[src/rtl/simd_pipe_reg.sv]
// Elastic, lane-masked pipeline register between SIMD stages: optional two-entry skid buffer,
// synchronous flush and a wrapping transfer counter for performance debug.
module simd_pipe_reg #(
    parameter int LANES  = 4,
    parameter int LANE_W = 32,
    parameter int SKID   = 1,
    parameter int CNT_W  = 16
) (
    input  logic                    clk,
    input  logic                    reset,
    input  logic                    flush,
    input  logic                    in_valid,
    output logic                    in_ready,
    input  logic [LANES*LANE_W-1:0] in_data,
    input  logic [LANES-1:0]        in_mask,
    output logic                    out_valid,
    input  logic                    out_ready,
    output logic [LANES*LANE_W-1:0] out_data,
    output logic [LANES-1:0]        out_mask,
    output logic [1:0]              occupancy,
    output logic [CNT_W-1:0]        xfer_count
);
    localparam int DW = LANES * LANE_W;

    // Handshake: a beat moves on a rising edge when valid and ready are both high on that side;
    // valid never depends on ready, and out_data/out_mask hold while out_valid=1 and out_ready=0.

    logic             r_main_v;
    logic             r_skid_v;
    logic [DW-1:0]    r_main_d;
    logic [DW-1:0]    r_skid_d;
    logic [LANES-1:0] r_main_m;
    logic [LANES-1:0] r_skid_m;
    logic [1:0]       r_occ;
    logic [CNT_W-1:0] r_cnt;

    logic             w_in_fire;
    logic             w_out_fire;
    logic [DW-1:0]    w_in_gated;
    logic             w_main_v_nxt;
    logic             w_skid_v_nxt;
    logic             w_load_main_in;
    logic             w_load_main_skid;
    logic             w_load_skid;

    if (SKID != 0) begin : g_skid
        assign in_ready = ~r_skid_v;
    end else begin : g_noskid
        assign in_ready = ~r_main_v | out_ready;
    end

    assign w_in_fire  = in_valid & in_ready;
    assign w_out_fire = r_main_v & out_ready;

    // Inactive lanes are stored as zero so downstream never sees stale lane contents.
    always_comb begin
        w_in_gated = '0;
        for (int i = 0; i < LANES; i++) begin
            if (in_mask[i]) begin
                w_in_gated[i*LANE_W +: LANE_W] = in_data[i*LANE_W +: LANE_W];
            end
        end
    end

    always_comb begin
        w_main_v_nxt     = r_main_v;
        w_skid_v_nxt     = r_skid_v;
        w_load_main_in   = 1'b0;
        w_load_main_skid = 1'b0;
        w_load_skid      = 1'b0;
        if (flush) begin
            w_main_v_nxt = 1'b0;
            w_skid_v_nxt = 1'b0;
        end else if (SKID != 0) begin
            if (r_skid_v) begin
                if (w_out_fire) begin
                    w_load_main_skid = 1'b1;
                    w_skid_v_nxt     = 1'b0;
                end
            end else if (r_main_v) begin
                if (w_out_fire) begin
                    if (w_in_fire) w_load_main_in = 1'b1;
                    else           w_main_v_nxt   = 1'b0;
                end else if (w_in_fire) begin
                    w_load_skid  = 1'b1;
                    w_skid_v_nxt = 1'b1;
                end
            end else if (w_in_fire) begin
                w_load_main_in = 1'b1;
                w_main_v_nxt   = 1'b1;
            end
        end else begin
            if (w_in_fire) begin
                w_load_main_in = 1'b1;
                w_main_v_nxt   = 1'b1;
            end else if (w_out_fire) begin
                w_main_v_nxt = 1'b0;
            end
        end
    end

    always_ff @(posedge clk or posedge reset) begin
        if (reset) begin
            r_main_v <= 1'b0;
            r_skid_v <= 1'b0;
            r_main_d <= '0;
            r_skid_d <= '0;
            r_main_m <= '0;
            r_skid_m <= '0;
            r_occ    <= '0;
            r_cnt    <= '0;
        end else begin
            r_main_v <= w_main_v_nxt;
            r_skid_v <= w_skid_v_nxt;
            r_occ    <= {1'b0, w_main_v_nxt} + {1'b0, w_skid_v_nxt};
            if (w_load_main_in) begin
                r_main_d <= w_in_gated;
                r_main_m <= in_mask;
            end else if (w_load_main_skid) begin
                r_main_d <= r_skid_d;
                r_main_m <= r_skid_m;
            end
            if (w_load_skid) begin
                r_skid_d <= w_in_gated;
                r_skid_m <= in_mask;
            end
            // A transfer leaving in a flush cycle still completed, so flush does not gate this.
            if (w_out_fire) begin
                r_cnt <= r_cnt + CNT_W'(1);
            end
        end
    end

    assign out_valid  = r_main_v;
    assign out_data   = r_main_d;
    assign out_mask   = r_main_m;
    assign occupancy  = r_occ;
    assign xfer_count = r_cnt;

endmodule

[config.mk]
export PLATFORM = sky130hd
export DESIGN_NAME = simd_pipe_reg
export DESIGN_NICKNAME = d
export VERILOG_FILES = /design/src/rtl/simd_pipe_reg.sv
export SDC_FILE = /design/constraint.sdc
export NUM_CORES = 1
export LEC_CHECK = 0
export CAP_MARGIN = 20
export CELL_PAD_IN_SITES_DETAIL_PLACEMENT = 0
export CELL_PAD_IN_SITES_GLOBAL_PLACEMENT = 1
export CORE_ASPECT_RATIO = 1.2
export CORE_MARGIN = 4
export CORE_UTILIZATION = 37
export CTS_BUF_LIST = sky130_fd_sc_hd__clkbuf_16
export DETAILED_ROUTE_END_ITERATION = 6
export PLACE_DENSITY_LB_ADDON = 0.3
export REMOVE_ABC_BUFFERS = 1
export SYNTH_ARGS = -nofsm -noshare
export SYNTH_HDL_FRONTEND = slang
export SYNTH_SLANG_ARGS = --single-unit
[constraint.sdc]
create_clock -name clk -period 11.2 [get_ports clk]
set_input_delay 1.68 -clock clk [delete_from_list [all_inputs] [get_ports clk]]
set_output_delay 1.68 -clock clk [all_outputs]
set_load 0.02 [all_outputs]
; ---- After elaboration in Yosys (flattened, before gate mapping)
; Index checks and enable logic that the tools add are counted.
[totals]
regBits = 284
inputBits = 137
output_inout_bits = 152
wordCells = 41
[op_classes]
addsub = 2
muxes = 27
n_bitwise = 3
reduce_logical = 1
[ops]
columns = cell, n
row1 = 128-bit two-way mux, 2
row2 = 32-bit two-way mux, 4
row3 = 1-bit two-way mux, 19
row4 = "16-bit by 1-bit adder with 16-bit output, second input constant", 1
row5 = 4-bit two-way mux, 2
row6 = 1-bit by 1-bit adder with 2-bit output, 1
row7 = 1-bit AND, 2
row8 = 2-bit nonzero test, 1
row9 = 1-bit inverter, 1

; ---- Logic depth before layout (Yosys ltp)
; Gate-level depths: netlist of the first run.
[depth]
depth_word = 8
mapped_depth = 7
mapped_depth_nobuf = 5

; ---- Worst setup path before layout of the first run
; No wires, ideal clock.
[synth_timing]
kind = in2reg
start = in out_ready
end = reg r_skid_d[74]
arrival_ns = 2.669
t_required_ns = 11.064
slack_ns = 8.394
path_stages = 7
path_buffers = 3
path_cell_list = nor3_1 nand3_1 buf_2 buf_2 buf_2 nand2_1 o21ai_0
[synth_via]
elab_chain_cells = 5
[synth_lines]
columns = item, line
row1 = start: declaration, 17  ; input logic out_ready,
row2 = 1-bit AND, 53  ; assign w_out_fire = r_main_v & out_ready;
row3 = 1-bit two-way mux, 81  ; if (w_out_fire) begin
row4 = 1-bit two-way mux, 80  ; end else if (r_main_v) begin
row5 = 1-bit two-way mux, 75  ; if (r_skid_v) begin
row6 = 1-bit two-way mux, 71  ; if (flush) begin
row7 = end signal: assignment, 124  ; r_skid_d <= w_in_gated;
row8 = end: declaration, 31  ; logic [DW-1:0] r_skid_d;
; Every way passes these cells.
; A chain may end at the register's enable or synchronous reset.

; ---- Worst setup path in the final report of the first run
[layout_timing]
start = in in_valid
end = reg r_main_d[28] (netlist: out_data[28])
[layout_via]
elab_chain_cells = 7
[layout_lines]
columns = item, line
row1 = start: declaration, 12  ; input logic in_valid,
row2 = 1-bit AND *, 52  ; assign w_in_fire = in_valid & in_ready;
row3 = 1-bit two-way mux *, "82, 88"
row4 = 1-bit two-way mux, 81
row5 = 1-bit two-way mux *, 80
row6 = 1-bit two-way mux *, 75
row7 = 1-bit two-way mux *, 71
row8 = 128-bit two-way mux / 2-bit nonzero test (equally long branches), --
row9 = end signal: assignment, 117  ; r_main_d <= w_in_gated;
row10 = end signal: assignment, 120  ; r_main_d <= r_skid_d;
row11 = end: declaration, 30  ; logic [DW-1:0] r_main_d;
; Mark *: on every way between the ends. The rest lies on a longest branch, timed or not.

==> results.yml, run 1 <==
layout:
  antennaDiodeCount: 0
  final_cell_count_no_fill: 2018
  synthToLayoutAreaGrowth_pct: 32.2
  postLayoutCoreUtil: 0.497
  finalNetCount: 1730
  layout-drive-gt1-share: 0.0385
  postLayoutCellArea_um2: 16000
timing:
  rsz0062_at_grt: "no"
  hold_viol_final: 0
  finalSetupViolCount: 0
  relSlewSlack: 0.262
  fin_crit_ns: 4.53
  clock-skew-final_ns: 0.00573
  final-max-slew-violation-count: 0
  fin_setup_tns_ns: 0
  finalWorstSetupSlack_ns: 6.67
  max_freq_ghz: 0.221
  hold_slack_ns: 0.478
  min_period_over_period: 0.405
  worstMarginPinSlew_ns: 1.11
run:
  cap_violations: 0
synth:
  ys.flop_type: "sky130_fd_sc_hd__dfrtp_1"
  synth-seq-cells: 284
  synth_async_sr_flop_share: 1.00
  synth_top_cell_by_area: "sky130_fd_sc_hd__dfrtp_1"
  synth.area.top_cells: "sky130_fd_sc_hd__dfrtp_1 (59%), sky130_fd_sc_hd__nand2_1 (12%), sky130_fd_sc_hd__a31oi_1 (6.8%), sky130_fd_sc_hd__nand3_1 (5.4%), sky130_fd_sc_hd__o21ai_0 (5.3%)"
  synth.yosys.warnings: 0
  synth-seq-area-share: 0.586
  netlist.area_leader.share: 0.586
  synthDistinctLibCells: 25
  netlist_instances: 1372
  netlist_area_um2: 12100
  synthMostInstantiatedCell: "sky130_fd_sc_hd__nand2_1"
  netlist_top_cells_count: "sky130_fd_sc_hd__nand2_1 (398), sky130_fd_sc_hd__dfrtp_1 (284), sky130_fd_sc_hd__nor2_1 (138)"
  synth_edf_count: 0
  syn_area_per_cell_um2: 8.84
placement:
  dpl.hpwl_um: 20200
  dpl-instance-area_um2: 15100
  dpl_worst_slack_ns: 6.05
  port_buffers: 288
  finalWeightedCongestion: 0.799
  place.detailed.instances: 1963
worst_setup_path:
  cp_data_required_time_ns: 11.65
  worst-path-max-fanout: 90
  worstPathCellList: "clkdlybuf4s50_1 > nand2b_4 > a221oi_4 > buf_4 > buf_4 > nor2_1 > a31oi_1"
  critical_path.endpoint_type: "register"
  worstSetupPathType: "primary input to register"
  crit_path_frequent_cell: "sky130_fd_sc_hd__buf_4"
  arrival_ns: 4.98
  crit_family: "buffers and inverters"
  max_stage_delay_ns: 0.80
  crit_path_launch_type: "primary input"
  critical_path_buf_inv_count: 3
  critical-path-slowest-cell: "sky130_fd_sc_hd__buf_4"
drt:
  final_antenna_net_count: 0
  wl_per_cell_um: 16.4
  avgViaCountPerCell: 5.03
  route.vias.total: 10100
  postRouteWirelength_um: 33000
  first_iter_violations: 724
  firstDrtPassIters: 5
  remaining_drc_errors: 0
clock_network:
  post-cts-setup-buffer-count: 0
  number_of_buffers_inserted_during_clock_tree_synthesis: 31
  ctsHoldBuffers: 0
  clock_tree_from_tritoncts: "yes"
  ctsResizeCount: 0
  clock_tree.buffer_depth: 3
  htree_levels: 1
  worst_skew_pair_latency_ns: 0.53
  clock_tree.root_cell: "sky130_fd_sc_hd__clkbuf_16"
  cts.clk_slew.worst_paths_ns: 0.06
  cts_sinks: 284
power:
  power_density_cells_nw_per_um2: 186
  leakage_nw: 6.80
  peakVddDrop_mv: 0.0980
  power.total_mw: 2.98
die:
  design.portCount: 289
  chipHeight_um: 206
  number_of_placement_rows: 72
  die_x_um: 173
  die-area_um2: 35700
  initial_utilization: 0.376
  core_area_um2: 32300
grt:
  global_route_usage_over_all_layers: 0.178
  antenna_found_initial: 5
  globalRoute.totalOverflow: 0
  via_count_of_the_first_global_routing_pass: 9621
  largest_net_degree_at_the_start_of_global_routing: 164
  grt_first_pass_wirelength_um: 52800
status:
  status: "complete, no violations"
min_path:
  min-delay-path-class: "register to register"
## worst register-to-register path, delay by kind of cell (launching register included)
family	cells	cell delay (ns)
AOI/OAI and AO/OA	2	0.59
and+or+nand+nor	2	0.62
DFF	1	0.46
buffers and inverters	2	1.55
## per-layer routing
layer  track usage  vias up  routed length, um
met2         0.282      254              15200
met5             0        -                 69
met1         0.246     4804              14700
met4        0.0322       10                443
li1              -     5032                  -
met3        0.0556       41               2570
## final timing paths
kind / to / startpoint / slack (ns) / depth (start not counted)
setup / recovery: out_data[28] / in_valid / 6.67 / 7
hold / removal: r_skid_d[30] / r_skid_d[30] / 0.48 / 2
setup reg to reg: out_data[28] / r_skid_v / 7.90 / 6
hold reg to reg: r_skid_d[30] / r_skid_d[30] / 0.48 / 2
max in group asynchronous: out_data[53] / reset / 8.06 / 3
min in group asynchronous: r_skid_d[31] / reset / 1.71 / 2
## registers in the layout, indices dropped and copies added (netlist names)
signal      flops
r_skid_v        1
r_skid_m        4
out_mask        4
occupancy       2
r_skid_d      128
out_valid       1
out_data      128
xfer_count     16
## power breakdown
group          switching [mW]  total (mW)  internal (mW)  leakage [nW]
clock                   0.392       0.886          0.494         0.475
sequential              0.120        1.34           1.22          3.56
combinational           0.403       0.748          0.345          2.77
total                   0.916        2.98           2.06          6.80
## kinds of logic (layout without fill, tap and decap cells)
| family | Yosys count | after routing | share of synthesized area |
|---|---|---|---|
| mux | 5 | 5 | 0.00464 |
| buf+inv | 119 | 358 | 0.0445 |
| simple gates | 683 | 683 | 0.228 |
| flops | 284 | 284 | 0.586 |
| fa+ha+maj | 2 | 2 | 0.00206 |
| compound gates | 264 | 264 | 0.123 |
| xor+xnor | 15 | 15 | 0.0108 |
## cells in the final DEF, fill, tap and decap left out, types with 2 or more instances in the layout
cell / n
sky130_fd_sc_hd__clkinv_2: 3
sky130_fd_sc_hd__nand3_1: 130
sky130_fd_sc_hd__ha_1: 2
sky130_fd_sc_hd__and3_1: 4
sky130_fd_sc_hd__buf_4: 10
sky130_fd_sc_hd__clkinv_1: 5
sky130_fd_sc_hd__nand2_1: 398
sky130_fd_sc_hd__nor2_1: 138
sky130_fd_sc_hd__buf_12: 2
sky130_fd_sc_hd__nor3_1: 2
sky130_fd_sc_hd__nand4_1: 5
sky130_fd_sc_hd__a31oi_1: 132
sky130_fd_sc_hd__xor2_1: 9
sky130_fd_sc_hd__mux2_2: 5
sky130_fd_sc_hd__buf_2: 4
sky130_fd_sc_hd__o21ai_0: 129
sky130_fd_sc_hd__inv_1: 16
sky130_fd_sc_hd__dfrtp_1: 284
sky130_fd_sc_hd__clkdlybuf4s50_1: 284
sky130_fd_sc_hd__a21oi_1: 2
sky130_fd_sc_hd__clkbuf_16: 31
sky130_fd_sc_hd__xnor2_1: 6
## cell type report
cell class | count | area (um2)
flip-flops and latches | 284 | 7110
repair buffers | 301 | 3010
inverters | 4 | 22.5
multi-input cells | 969 | 4520
clock buffers | 31 | 776
well taps | 407 | 509
fillers | 3103 | 16200
clock inverters | 22 | 91.3
(Power assumes the default switching activity.)
==> inputs of run 2 (changes only) <==
--- a/config.mk
+++ b/config.mk
@@ -10,7 +10,7 @@
 export CELL_PAD_IN_SITES_GLOBAL_PLACEMENT = 1
 export CORE_ASPECT_RATIO = 1.2
 export CORE_MARGIN = 4
-export CORE_UTILIZATION = 37
+export CORE_UTILIZATION = 34
 export CTS_BUF_LIST = sky130_fd_sc_hd__clkbuf_16
 export DETAILED_ROUTE_END_ITERATION = 6
 export PLACE_DENSITY_LB_ADDON = 0.3
==> constraint.sdc (replaced) <==
create_clock -name clk -period 3.9 [get_ports clk]
set_input_delay 0.585 -clock clk [delete_from_list [all_inputs] [get_ports clk]]
set_output_delay 0.585 -clock clk [all_outputs]
set_load 0.02 [all_outputs]
==> run 2 against run 1 <==
  * Flip-flop and latch count did not move
  * Cell area rose by 1.7%
  * Critical path depth fell by 6
  * First-iteration DRC count rose by 1.2%
  * Hold slack got worse by 0.0047 ns
  * Count of clock-buffer cells in the layout did not move
  * Sequential power rose to 2.9 times the previous value
==> results.yml, run 2 (same netlist as run 1, synthesis figures left out) <==
clock_network:
  clock_tree.root_cell: "sky130_fd_sc_hd__clkbuf_16"
  ctsResizeCount: 0
  post-cts-setup-buffer-count: 0
  ctsHoldBuffers: 0
  clock_tree_from_tritoncts: "yes"
  htree_levels: 1
  cts.clk_slew.worst_paths_ns: 0.06
  cts_sinks: 284
  worst_skew_pair_latency_ns: 0.55
  number_of_buffers_inserted_during_clock_tree_synthesis: 31
  clock_tree.buffer_depth: 3
timing:
  max_freq_ghz: 0.424
  fin_crit_ns: 2.36
  min_period_over_period: 0.605
  finalSetupViolCount: 0
  final-max-slew-violation-count: 0
  worstMarginPinSlew_ns: 1.02
  fin_setup_tns_ns: 0
  hold_viol_final: 0
  relSlewSlack: 0.318
  clock-skew-final_ns: 0.00745
  rsz0062_at_grt: "no"
  finalWorstSetupSlack_ns: 1.54
power:
  leakage_nw: 6.87
  seq_power_share: 0.443
  cellInternalPower_mw: 6.07
  power_density_cells_nw_per_um2: 536
  switching_share: 0.305
  power.total_mw: 8.74
  switchingPower_mw: 2.67
  part_of_the_power_in_the_clock_network: 0.310
  peakVddDrop_mv: 0.281
  comb_power_share: 0.247
layout:
  layout-drive-gt1-share: 0.0462
  finalNetCount: 1740
  multi_input_area_um2: 4520
  num-fill-cells: 3407
  layout_commonest_cell: "sky130_fd_sc_hd__nand2_1"
  final_cell_count_no_fill: 2088
  regArea_um2: 7110
  layout_common_cells: "sky130_fd_sc_hd__nand2_1 (398), sky130_fd_sc_hd__clkdlybuf4s50_1 (284), sky130_fd_sc_hd__dfrtp_1 (284), sky130_fd_sc_hd__nor2_1 (138), sky130_fd_sc_hd__a31oi_1 (132)"
  synthToLayoutAreaGrowth_pct: 34.4
worst_setup_path:
  critical_path.endpoint_type: "output port"
  crit_family: "buffers and inverters"
  worst-path-max-fanout: 9
  max_stage_delay_ns: 0.68
  cp_data_required_time_ns: 3.31
  ff2ff_setup_slack_ns: 1.69
  critical_path_buf_inv_count: 1
  critical-path-slowest-cell: "sky130_fd_sc_hd__clkdlybuf4s50_1"
  arrival_ns: 1.77
  r2r_end: "r_skid_d[90]"
  worstSetupPathType: "register to output port"
  crit_path_launch_type: "register"
  r2r.worst_path.cells: 5
  regToRegStartpoint: "r_skid_v"
  worstPathCellList: "clkdlybuf4s50_1"
drt:
  remaining_drc_errors: 0
  wl_per_cell_um: 16.3
  firstDrtPassIters: 7
  avgViaCountPerCell: 4.95
  route.vias.total: 10300
  final_antenna_net_count: 0
  postRouteWirelength_um: 34000
  first_iter_violations: 733
placement:
  dpl.hpwl_um: 20900
  place.detailed.instances: 2028
  finalWeightedCongestion: 0.764
  port_buffers: 288
  dpl_worst_slack_ns: 1.03
die:
  number_of_placement_rows: 75
  chipHeight_um: 215
  initial_utilization: 0.345
  design.portCount: 289
  core_area_um2: 35100
  die-area_um2: 38800
  die_x_um: 180
min_path:
  min-delay-path-class: "register to register"
  timing.hold.worst_path_depth: 1
  worstHoldEndpoint: "xfer_count[15]"
  worst_min_path_start: "xfer_count[15]"
grt:
  use_met3: 0.0337
  globalRoute.totalOverflow: 0
  global_route_usage_over_all_layers: 0.172
  met2_track_utilization_from_global_routing: 0.285
  antenna_found_initial: 2
  top_usage_layer: "met2"
  largest_net_degree_at_the_start_of_global_routing: 137
  grt_use_met1: 0.235
  grt_first_pass_wirelength_um: 56000
  via_count_of_the_first_global_routing_pass: 10300
run:
  cap_violations: 0
status:
  status: "complete, no violations"
==> run 2: changes by cell type in the layout (fill, tap and decap cells not counted) <==
cell and change:
sky130_fd_sc_hd__inv_1 -6, sky130_fd_sc_hd__clkinv_4 -1, sky130_fd_sc_hd__buf_12 +6, sky130_fd_sc_hd__diode_2 +2
sky130_fd_sc_hd__clkinv_1 +6, sky130_fd_sc_hd__clkinv_2 +2, sky130_fd_sc_hd__bufinv_16 +2, sky130_fd_sc_hd__buf_4 +5
sky130_fd_sc_hd__buf_16 -1
==> run 2: area by class of cell <==
cell class	instances	area share
flip-flops and latches	284	0.436
diodes	2	0.000307
repair buffers	311	0.192
multi-input cells	969	0.277
inverters	4	0.00138
clock inverters	25	0.00937
well taps	462	0.0355
clock buffers	31	0.0476
==> run 2: through the flow <==
step | hold WS (ns) | util | instance area [um2]
6_report | 0.474 | 0.464 | 16300
5_1_grt | 0.491 | 0.464 | 16300
4_1_cts | 0.483 | 0.463 | 16200
3_5_place_dp | 0.469 | 0.437 | 15300
3_3_place_gp | 0.461 | 0.437 | 15300
2_1_floorplan | 0.450 | - | 11600
==> run 2: worst max-delay path by stage <==
| stage | startpoint | to | slack (ns) | depth (start not counted) |
|---|---|---|---|---|
| finish | out_valid | out_valid | 1.54 | 1 |
| global route | out_ready | r_skid_d[2] | 1.47 | 6 |
| CTS | out_valid | out_valid | 1.51 | 1 |
| detailed placement | out_ready | r_skid_d[24] | 1.03 | 6 |
| global placement | out_ready | r_skid_d[9] | 1.09 | 6 |
| floorplan | in_valid | out_data[0] | -7.91 | 3 |
==> run 2: per-layer routing <==
layer  up-vias  wire length [um]
met1      4968             15300
met5         -                 0
met3        35              1840
met4         0               564
met2       248             16300
li1       5082                 -
==> run 2: power groups by stage <==
stage / logic (mW) / clock network, mW / registers, mW
floorplan: 0.769 / 0 / 4.24
global placement: 2.17 / 0 / 3.91
detailed placement: 2.19 / 0 / 3.92
CTS: 2.20 / 2.81 / 3.88
global route: 2.38 / 2.95 / 3.95
finish: 2.16 / 2.71 / 3.87
==> inputs of run 3 (changes only) <==
--- a/config.mk
+++ b/config.mk
@@ -10,7 +10,7 @@
 export CELL_PAD_IN_SITES_GLOBAL_PLACEMENT = 1
 export CORE_ASPECT_RATIO = 1.2
 export CORE_MARGIN = 4
-export CORE_UTILIZATION = 34
+export CORE_UTILIZATION = 37
 export CTS_BUF_LIST = sky130_fd_sc_hd__clkbuf_16
 export DETAILED_ROUTE_END_ITERATION = 6
 export PLACE_DENSITY_LB_ADDON = 0.3
==> constraint.sdc (replaced) <==
create_clock -name clk -period 2.35 [get_ports clk]
set_input_delay 0.3525 -clock clk [delete_from_list [all_inputs] [get_ports clk]]
set_output_delay 0.3525 -clock clk [all_outputs]
set_load 0.02 [all_outputs]
==> run 3 against run 2 <==
  * Register-to-register slack got worse by 1.2 ns
  * Flip-flop and latch count unchanged
  * Sequential power grew 66%
  * Critical path depth unchanged
  * Critical path type unchanged
  * Largest power group unchanged
==> results.yml, run 3 (same netlist as run 1, synthesis figures left out) <==
timing:
  rsz0062_at_grt: "no"
  relSlewSlack: 0.597
  max_freq_ghz: 0.472
  fin_crit_ns: 2.12
  hold_viol_final: 0
  clock-skew-final_ns: 0.0193
  min_period_over_period: 0.902
  final-max-slew-violation-count: 0
  finalSetupViolCount: 0
  worstMarginPinSlew_ns: 0.605
drt:
  firstDrtPassIters: 5
  first_iter_violations: 635
  postRouteWirelength_um: 33800
  wl_per_cell_um: 16.5
  route.vias.total: 10400
  final_antenna_net_count: 0
  avgViaCountPerCell: 5.06
  remaining_drc_errors: 0
layout:
  layout_commonest_cell: "sky130_fd_sc_hd__nand2_1"
  final_cell_count_no_fill: 2045
  postLayoutCellArea_um2: 16800
  synthToLayoutAreaGrowth_pct: 38.5
  layout_common_cells: "sky130_fd_sc_hd__nand2_1 (398), sky130_fd_sc_hd__clkdlybuf4s50_1 (284), sky130_fd_sc_hd__dfrtp_1 (284), sky130_fd_sc_hd__nor2_1 (138), sky130_fd_sc_hd__a31oi_1 (132)"
  finalNetCount: 1753
  layout-drive-gt1-share: 0.0617
  antennaDiodeCount: 0
worst_setup_path:
  critical-path-slowest-cell: "sky130_fd_sc_hd__clkdlybuf4s50_1"
  path_depth: 1
  critical_path.endpoint_type: "output port"
  r2r.worst_path.cells: 4
  worstSetupPathType: "register to output port"
  crit_family: "buffers and inverters"
  arrival_ns: 1.77
  critical_path_buf_inv_count: 1
  crit_path_launch_type: "register"
  worstPathCellList: "clkdlybuf4s50_1"
  max_stage_delay_ns: 0.68
  worst-path-max-fanout: 9
  cp_data_required_time_ns: 2.00
power:
  switchingPower_mw: 4.53
  seq_power_share: 0.415
  part_of_the_power_in_the_clock_network: 0.346
  comb_power_share: 0.239
  switching_share: 0.293
  power_density_cells_nw_per_um2: 921
  cellInternalPower_mw: 10.9
  leakage_nw: 7.12
  peakVddDrop_mv: 0.422
run:
  cap_violations: 0
placement:
  place.detailed.instances: 1989
  finalWeightedCongestion: 0.809
  dpl.hpwl_um: 21900
  port_buffers: 288
  dpl-instance-area_um2: 15700
clock_network:
  htree_levels: 1
  clock_tree.buffer_depth: 3
  clock_tree_from_tritoncts: "yes"
  worst_skew_pair_latency_ns: 0.55
  number_of_buffers_inserted_during_clock_tree_synthesis: 30
  ctsResizeCount: 0
  ctsHoldBuffers: 0
  cts_sinks: 284
  clock_tree.root_cell: "sky130_fd_sc_hd__clkbuf_16"
  cts.clk_slew.worst_paths_ns: 0.07
  post-cts-setup-buffer-count: 0
die:
  core_area_um2: 32300
  die_x_um: 173
  die-area_um2: 35700
  chipHeight_um: 206
  number_of_placement_rows: 72
  initial_utilization: 0.376
  design.portCount: 289
grt:
  via_count_of_the_first_global_routing_pass: 10100
  largest_net_degree_at_the_start_of_global_routing: 146
  globalRoute.totalOverflow: 0
  grt_first_pass_wirelength_um: 54900
  global_route_usage_over_all_layers: 0.186
  antenna_found_initial: 4
min_path:
  timing.hold.worst_path_depth: 3
  min-delay-path-class: "primary input to register"
status:
  status: "complete, no violations"
==> run 3: cell types whose count changed in the layout (fill, tap and decap cells not counted), moves of 3 or more <==
| cell | previous run | this run |
|---|---|---|
| sky130_fd_sc_hd__bufinv_16 | 2 | 9 |
| sky130_fd_sc_hd__clkinv_2 | 5 | 8 |
| sky130_fd_sc_hd__buf_4 | 15 | 7 |
| sky130_fd_sc_hd__clkinv_1 | 11 | 5 |
| sky130_fd_sc_hd__inv_1 | 10 | 4 |
| sky130_fd_sc_hd__buf_12 | 8 | 30 |
==> run 3: final timing paths <==
check,start,to,slack [ns]
min in group asynchronous,reset,r_skid_d[31],0.22
setup / recovery,out_valid,out_valid,0.23
hold / removal,in_mask[1],r_skid_d[51],0.12
setup reg to reg,r_skid_v,r_skid_m[2],0.49
hold reg to reg,r_skid_d[77],r_skid_d[77],0.48
max in group asynchronous,reset,out_data[114],1.54
==> run 3: worst min-delay path, stage by stage <==
cell and delay (ns):
sky130_fd_sc_hd__buf_2 0.15, sky130_fd_sc_hd__nand2_1 0.06, sky130_fd_sc_hd__o21ai_0 0.06
==> run 3: cell type report <==
class | count | area [um2]
Clock inverter | 25 | 348
Fill cell | 3011 | 15500
Timing Repair Buffer | 325 | 3520
Multi-Input combinational cell | 969 | 4520
Sequential cell | 284 | 7110
Clock buffer | 31 | 776
Inverter | 4 | 22.5
Tap cell | 407 | 509
==> run 3: per-layer routing <==
| metal | wire (um) | global-route usage | vias to the layer above |
|---|---|---|---|
| met1 | 14900 | 0.253 | 4921 |
| met4 | 452 | 0.0354 | 6 |
| li1 | - | - | 5084 |
| met3 | 2660 | 0.0543 | 44 |
| met2 | 15700 | 0.302 | 297 |
| met5 | 47 | 0 | - |
==> run 3: through the flow <==
| stage | setup TNS, ns | hold WS (ns) | power [mW] | setup WS [ns] | utilization |
|---|---|---|---|---|---|
| 2_1_floorplan | -3312.75 | 0.431 | 8.31 | -9.36 | - |
| 3_3_place_gp | 0 | 0.461 | 10.2 | 0.197 | 0.486 |
| 3_5_place_dp | 0 | 0.470 | 10.2 | 0.109 | 0.486 |
| 4_1_cts | 0 | 0.0952 | 15.7 | 0.207 | 0.521 |
| 5_1_grt | 0 | 0.130 | 16.3 | 0.155 | 0.521 |
| 6_report | 0 | 0.124 | 15.5 | 0.230 | 0.521 |
==> run 3: power groups by stage <==
stage	clock [mW]	sequential (mW)	combinational [mW]
2_1_floorplan	0	7.04	1.28
4_1_cts	5.50	6.42	3.76
3_5_place_dp	0	6.49	3.75
6_report	5.36	6.42	3.70
5_1_grt	5.72	6.54	4.06
3_3_place_gp	0	6.48	3.69
